==> src/rtl/simon_ti_pkg.sv <==
// Shared constants and FSM encoding for the bit-serial threshold-implemented Simon state.
package simon_ti_pkg;

    localparam int N_DEFAULT      = 64;
    localparam int ROUNDS_DEFAULT = 68;

    // Counter widths never collapse to zero, even for single-round builds.
    function automatic int clog2_min1(input int value);
        return (value > 1) ? $clog2(value) : 1;
    endfunction

    localparam int BIT_W = clog2_min1(N_DEFAULT);
    localparam int RND_W = clog2_min1(ROUNDS_DEFAULT);

    typedef enum logic [1:0] {
        IDLE  = 2'd0,
        ROUND = 2'd1,
        DONE  = 2'd2
    } state_t;

endpackage

==> src/rtl/simon_ti_share_reg.sv <==
// One share of the Simon state: x rotates under the taps while y collects the new x bits,
// and the two words swap roles at the end of every round.
module simon_ti_share_reg
    import simon_ti_pkg::*;
#(
    parameter int N = N_DEFAULT
) (
    input  logic           clk,
    input  logic           rst_n,
    input  logic           load,
    input  logic           step,
    input  logic           last,
    input  logic [2*N-1:0] pt,
    input  logic           lut_in,
    output logic           shift_out,
    output logic           rol1,
    output logic           rol2,
    output logic           rol8,
    output logic [2*N-1:0] ct
);

    logic [N-1:0] x;
    logic [N-1:0] y;
    logic [N-1:0] x_rot;

    assign x_rot = {x[0], x[N-1:1]};

    // After N right-rotations x_rot is the original x again, which becomes the new y.
    always_ff @(posedge clk or negedge rst_n) begin
        if (!rst_n) begin
            x <= '0;
            y <= '0;
        end else if (load) begin
            x <= pt[2*N-1:N];
            y <= pt[N-1:0];
        end else if (step) begin
            if (last) begin
                x <= {lut_in, y[N-1:1]};
                y <= x_rot;
            end else begin
                x <= x_rot;
                y <= {lut_in, y[N-1:1]};
            end
        end
    end

    assign shift_out = y[0];
    assign rol1      = x[N-1];
    assign rol2      = x[N-2];
    assign rol8      = x[N-8];
    assign ct        = {x, y};

endmodule

==> src/rtl/simon_ti_state_serial.sv <==
// Bit-serial 3-share Simon state register with round/bit sequencing; the round function
// and key schedule live outside and exchange one bit per share per cycle.
module simon_ti_state_serial
    import simon_ti_pkg::*;
#(
    parameter int N      = N_DEFAULT,
    parameter int ROUNDS = ROUNDS_DEFAULT
) (
    input  logic                    clk,
    input  logic                    rst_n,
    input  logic                    start,
    input  logic [2*N-1:0]          pt_a,
    input  logic [2*N-1:0]          pt_b,
    input  logic [2*N-1:0]          pt_c,
    output logic                    shift_out_a,
    output logic                    shift_out_b,
    output logic                    shift_out_c,
    output logic                    rol1_a,
    output logic                    rol1_b,
    output logic                    rol1_c,
    output logic                    rol2_a,
    output logic                    rol2_b,
    output logic                    rol2_c,
    output logic                    rol8_a,
    output logic                    rol8_b,
    output logic                    rol8_c,
    input  logic                    lut_in_a,
    input  logic                    lut_in_b,
    input  logic                    lut_in_c,
    output logic                    key_req,
    output logic [clog2_min1(N)-1:0] bit_idx,
    output logic                    busy,
    output logic                    done,
    output logic [2*N-1:0]          ct_a,
    output logic [2*N-1:0]          ct_b,
    output logic [2*N-1:0]          ct_c
);

    localparam int BW = clog2_min1(N);
    localparam int RW = clog2_min1(ROUNDS);
    localparam logic [BW-1:0] LAST_BIT = BW'(N - 1);
    localparam logic [RW-1:0] LAST_RND = RW'(ROUNDS - 1);

    state_t        state;
    state_t        state_next;
    logic [RW-1:0] round;
    logic          load;
    logic          step;
    logic          last_bit;

    assign last_bit = (bit_idx == LAST_BIT);

    always_ff @(posedge clk or negedge rst_n) begin
        if (!rst_n) begin
            state <= IDLE;
        end else begin
            state <= state_next;
        end
    end

    // Rounds follow each other with no bubble; start is only honoured from IDLE.
    always_comb begin
        state_next = state;
        load       = 1'b0;
        step       = 1'b0;
        case (state)
            IDLE: begin
                if (start) begin
                    load       = 1'b1;
                    state_next = ROUND;
                end
            end
            ROUND: begin
                step = 1'b1;
                if (last_bit && (round == LAST_RND)) begin
                    state_next = DONE;
                end
            end
            DONE:    state_next = IDLE;
            default: state_next = IDLE;
        endcase
    end

    always_ff @(posedge clk or negedge rst_n) begin
        if (!rst_n) begin
            bit_idx <= '0;
            round   <= '0;
        end else if (load) begin
            bit_idx <= '0;
            round   <= '0;
        end else if (step) begin
            if (last_bit) begin
                bit_idx <= '0;
                round   <= (round == LAST_RND) ? '0 : round + RW'(1);
            end else begin
                bit_idx <= bit_idx + BW'(1);
            end
        end
    end

    assign key_req = (state == ROUND);
    assign busy    = (state == ROUND);
    assign done    = (state == DONE);

    simon_ti_share_reg #(.N(N)) u_share_a (
        .clk(clk), .rst_n(rst_n), .load(load), .step(step), .last(last_bit),
        .pt(pt_a), .lut_in(lut_in_a), .shift_out(shift_out_a),
        .rol1(rol1_a), .rol2(rol2_a), .rol8(rol8_a), .ct(ct_a)
    );

    simon_ti_share_reg #(.N(N)) u_share_b (
        .clk(clk), .rst_n(rst_n), .load(load), .step(step), .last(last_bit),
        .pt(pt_b), .lut_in(lut_in_b), .shift_out(shift_out_b),
        .rol1(rol1_b), .rol2(rol2_b), .rol8(rol8_b), .ct(ct_b)
    );

    simon_ti_share_reg #(.N(N)) u_share_c (
        .clk(clk), .rst_n(rst_n), .load(load), .step(step), .last(last_bit),
        .pt(pt_c), .lut_in(lut_in_c), .shift_out(shift_out_c),
        .rol1(rol1_c), .rol2(rol2_c), .rol8(rol8_c), .ct(ct_c)
    );

endmodule

==> config.mk <==
export PLATFORM = sky130hd
export DESIGN_NAME = simon_ti_state_serial
export DESIGN_NICKNAME = d
export VERILOG_FILES = /design/src/rtl/simon_ti_pkg.sv /design/src/rtl/simon_ti_share_reg.sv /design/src/rtl/simon_ti_state_serial.sv
export SDC_FILE = /design/constraint.sdc
export NUM_CORES = 1
export LEC_CHECK = 0
export CAP_MARGIN = 25
export CORE_AREA = 2 2 313 315
export CTS_CLUSTER_DIAMETER = 150
export DETAILED_ROUTE_END_ITERATION = 16
export DIE_AREA = 0 0 315 317
export PLACE_DENSITY_LB_ADDON = 0.3
export RECOVER_POWER = 25
export SETUP_SLACK_MARGIN = 0.02
export SYNTH_ARGS = -nofsm -noshare
export SYNTH_HDL_FRONTEND = slang
export SYNTH_HIERARCHICAL = 1
export SYNTH_SLANG_ARGS = --single-unit
==> constraint.sdc <==
create_clock -name clk -period 4.8 [get_ports clk]
set_input_delay 1.44 -clock clk [delete_from_list [all_inputs] [get_ports clk]]
set_output_delay 1.44 -clock clk [all_outputs]
set_load 0.02 [all_outputs]
# Word-level counts from Yosys, hierarchy flattened
# Index checks and enable logic that the tools add are counted.
# op_classes
n_addsub,2
n_eq_ne,6
n_mux,31
n_reduce_logical,6
# ops
op,count
2-to-1 mux 64 bit,18
2-to-1 mux 7 bit,4
2-to-1 mux 6 bit,3
adder 7 x 1 -> 7 bit (second input constant),1
== test 7 bit (second input constant),1
adder 6 x 1 -> 6 bit (second input constant),1
== test 6 bit (second input constant),1
2-to-1 mux 2 bit,2
one-hot mux 2 bit (2 select lines),1
AND reduction 2 bit,2
nonzero test 2 bit,2
2-to-1 mux 1 bit,3
== test 2 x 1 -> 1 bit (second input constant),1
== test 2 bit (second input constant),1
logical NOT 2 bit,1
inequality test 2 x 1 -> 1 bit (second input constant),1
inequality test 2 bit (second input constant),1
logical AND 1 bit,1
# word_totals
register_bits,399
input_bits,390
output_inout_bits,405
word_cells,54

# Logic depth before layout (Yosys ltp)
# depth
ltp_word,5
depth_mapped,8

# Hierarchy
# Netlist, hierarchy kept.
# modules_own_cells
module,instances,cells_per_inst,area_each_um2
simon_ti_share_reg,3,715,8035.2
simon_ti_state_serial,1,89,823.3

# Worst setup path before layout
# OpenSTA, ideal clock, no wires.
# synth_path
path_kind,input port to flip-flop
start,input port start
end,register u_share_a.x[38]
setup_ps,80
arrival_ps,2578
path_slack_ps,2141
cell_stages,7
path_cell_list,nand2_1 inv_1 buf_2 buf_4 buf_2 nand2_1 o211ai_2
# synth_via
elab_chain_cells,3
elab_cells_between_ends,4
cone_classes,mux: 3; reduce/logical: 1
# synth_rtl
element,line,rtl
"start, declared",simon_ti_state_serial.sv:11,"input logic start,"
2-to-1 mux 1 bit *,simon_ti_state_serial.sv:68,if (start) begin
2-to-1 mux 1 bit *,simon_ti_state_serial.sv:66,case (state)
net load,simon_ti_state_serial.sv:47,logic load;
2-to-1 mux 64 bit or nonzero test 2 bit (tied branches),n/a,
"end signal, assigned",simon_ti_share_reg.sv:34,x <= pt[2*N-1:N];
"end signal, assigned",simon_ti_share_reg.sv:38,"x <= {lut_in, y[N-1:1]};"
"end signal, assigned",simon_ti_share_reg.sv:41,x <= x_rot;
"end, declared",simon_ti_share_reg.sv:22,logic [N-1:0] x;
# The timed path passes the listed nets; every way through them passes the cells marked *.
# A chain may end at the register's enable or synchronous reset.

==> metrics.md <==
| Metric | Value |
|---|---|
| Status | finished, violations left |
| Violated checks | capacitance limit, slew limit |
| Final Critical Period | ~3900 ps |
| Initial drt markers | approximately 1200 |
| Tcrit/Tclk final | 80.83% |
| Slew Limit Headroom | -63.92% |
| Slowest cell on crit path | clkbuf_2 |
| Clock-pin slew on the worst setup and hold paths | 60 ps |
| Mapped Cells | 2234 |
| Resized cells post-CTS | 0 |
| Core Rows | 114 |
| CTS Hold Bufs | 0 |
| Design area | 35430 sq um |
| WP buf/inv | 2 |
| Vias in the first global route | 21031 |
| Largest net degree at the start of global routing | ~170 |
| Post-Synthesis Cell Area | 24930 sq um |
| Hold Crit Class | reg -> reg |
| CTS tree | yes |
| Worst setup EP type | async pin |
| Area after DPL | between 30000 and 40000 sq um |
| Max FO, Critical Path | 78 |
| Final core occ | between 30% and 40% |
| Gr usage total | 17.30% |
| Synth Flop Type | dfrtp_1 |
| Clock Skew | 26.98 ps |
| Setup Total Neg Slack | 0 ps |
| Setup bufs post-CTS | 0 |
| FF+latch count, synth | 399 |
| Die height | 317 um |
| H-Tree Depth | 2 |
| Layout cell share with drive strength beyond 1 | between 10% and 20% |
| Avg Cell Area, Syn | 11.16 sq um |
| Worst Path Arrival | 4450 ps |
| Routed Antenna Nets | 0 |
| Routability cong. | around 0.83 |
| CTS sink count | 399 |
| Most common cell after layout, fill and taps aside | clkdlybuf4s50_1 |
| Distinct cells, synth | 39 |
| Sequential share of the synthesized area | 40.05% |
| Fillcell total | 9635 |
| Post-synth EDFFs | 0 |
| FF+latch area | 9985 sq um |
| Port bufs | 794 |
| VDD IR max | 310.7 uV |
| Die width | 315 um |
| Initial antenna violation count | 15 |
| Core area | between 90000 and 100000 sq um |
| Net Count, Synth | 2626 |
| Async set or reset register ratio after synthesis | 100.0% |
| Wirelength per Cell | 21.39 um |
| Power Density | 539.9 nW/um^2 |
| Root buffer cell | clkbuf_16 |
| F_max | 257.8 MHz |
| Vias | 20597 |
| Critical path class | in -> async |
| Multi-input logic area | 13510 sq um |
| Total power | about 19 mW |
| Final Hold Vio Count | 0 |
| CTS Buf Count | 52 |
| Worst slew pin tran | ~2500 ps |
| Unrepaired setup endpoints after global routing | no |
| Worst-path cell chain | clkbuf_2, clkbuf_4 |
| DR pass1 iterations | 5 |
| Die footprint | between 90000 and 100000 sq um |
| Final setup viols | 0 |
| Reg2Reg Setup Slack | 1920 ps |
| Max-Cap Viols | 1 |
| Via-to-Cell Ratio | 4.849 |
| Most frequent cells in the layout | clkdlybuf4s50_1 (793), dfrtp_1 (399), nand2_1 (396), mux2i_1 (384), or3b_1 (384) |
| Lkg Pwr | approximately 13 nW |
| Crit path max-delay family | buffers and inverters |
| Initial core utilization | about a quarter |
| Drt total wl | roughly 91000 um |
| Final-report max-slew violation count | between 70 and 80 |
| # DRC | 0 |
| Startpoint class of the critical path | input port |
| Clock Tree Buf Depth | 3 |
| IO Pins | between 700 and 800 |
| Post-DP HPWL | 63030 um |
| CP required | 5370 ps |
| Yosys warns | 6 |
| Delay of the slowest critical-path stage | 1680 ps |
| # nets final | 3312 |
| Total gr overflow | 0 |
| First-pass GRT wire length | 135100 um |
| Synthesis-to-layout area growth | 42.11% |
| Worst-Skew Late Latency | 620 ps |
[synthesized netlist by cell type (2+ instances only)]
library cell | count | area (sq um)
clkbuf_1 | 36 | 135.1
o21ai_0 | 3 | 15.01
buf_6 | 33 | 371.6
ha_1 | 2 | 25.02
buf_2 | 84 | 420.4
o211ai_1 | 85 | 638.1
nand3_1 | 11 | 55.05
o31ai_1 | 2 | 15.01
mux2i_1 | 384 | 3844
dfrtp_1 | 399 | 9985
inv_1 | 3 | 11.26
a21oi_1 | 6 | 30.03
buf_4 | 64 | 480.5
xnor2_1 | 2 | 17.52
and3_1 | 2 | 12.51
nor2_1 | 8 | 30.03
nand2_1 | 396 | 1486
clkbuf_4 | 6 | 45.04
nor3_1 | 3 | 15.01
nand2b_1 | 3 | 18.77
a22o_1 | 2 | 17.52
o211ai_2 | 300 | 3754
or3b_1 | 384 | 3363
[worst paths after layout]
| check | end | start | cells past startpoint |
|---|---|---|---|
| max in group clk | key_req | state[0] | 3 |
| min | round[6] | round[6] | 1 |
| min in group asynchronous | u_share_b/y[62] | rst_n | 1 |
| min reg2reg | round[6] | round[6] | 1 |
| max reg2reg | u_share_b/y[62] | bit_idx[1] | 7 |
| max | u_share_a/y[15] | rst_n | 2 |
[flip-flops by register name (all words and copies together), names as in the netlist]
signal / count
u_share_c/x: 64
round: 7
u_share_a/y: 64
bit_idx: 6
u_share_b/y: 64
state: 2
u_share_b/x: 64
u_share_a/x: 64
u_share_c/y: 64
[through the flow]
stage                     hold WS [ps]  std cells  setup WS (ps)
after floorplan                  480.1       2234           2141
after global placement           501.9       4142           1105
after detailed placement         504.8       4142           1059
after CTS                        519.9       4239          825.4
after global routing             537.1       4247          425.0
final                            523.2       4248          920.4
[layer usage]
layer	wire [um]	vias to the layer above	global-route usage [%]
met2	43630	616	28.40
met3	6319	131	4.937
met5	81	-	0
met4	2542	14	5.574
met1	38290	10148	21.84
li1	-	9688	-
[final cells by class]
cell class                      instances  share of cell area [%]
Inverter                                3                 0.07417
Clock buffer                           84                   4.524
Tap cell                             1276                   4.507
Sequential cell                       399                   28.18
Antenna cell                            9                 0.06357
Clock inverter                         13                  0.2543
Timing Repair Buffer                  855                   24.26
Multi-Input combinational cell       1609                   38.14
[power by group]
part / total, mW / internal, mW / switching (mW) / leakage, nW
combinational: 8.60 / 4.50 / 4.09 / 7.11
clock: 3.90 / 2.28 / 1.62 / 0.829
sequential: 6.63 / 4.84 / 1.79 / 5.02
[cells by family (layout without fill, tap and decap cells)]
| family | after synthesis | after routing | share of synthesized area (%) |
|---|---|---|---|
| multiplexers | 385 | 385 | 15.46 |
| AO/OA/AOI/OAI | 404 | 404 | 18.11 |
| XOR/XNOR | 2 | 2 | 0.07028 |
| other | 0 | 9 | 0 |
| adder cells (fa/ha/maj) | 2 | 2 | 0.1004 |
| buffers and inverters | 226 | 955 | 5.872 |
| flip-flops | 399 | 399 | 40.05 |
| AND/OR/NAND/NOR | 816 | 816 | 20.33 |
Power figures use the tool's default switching activity.
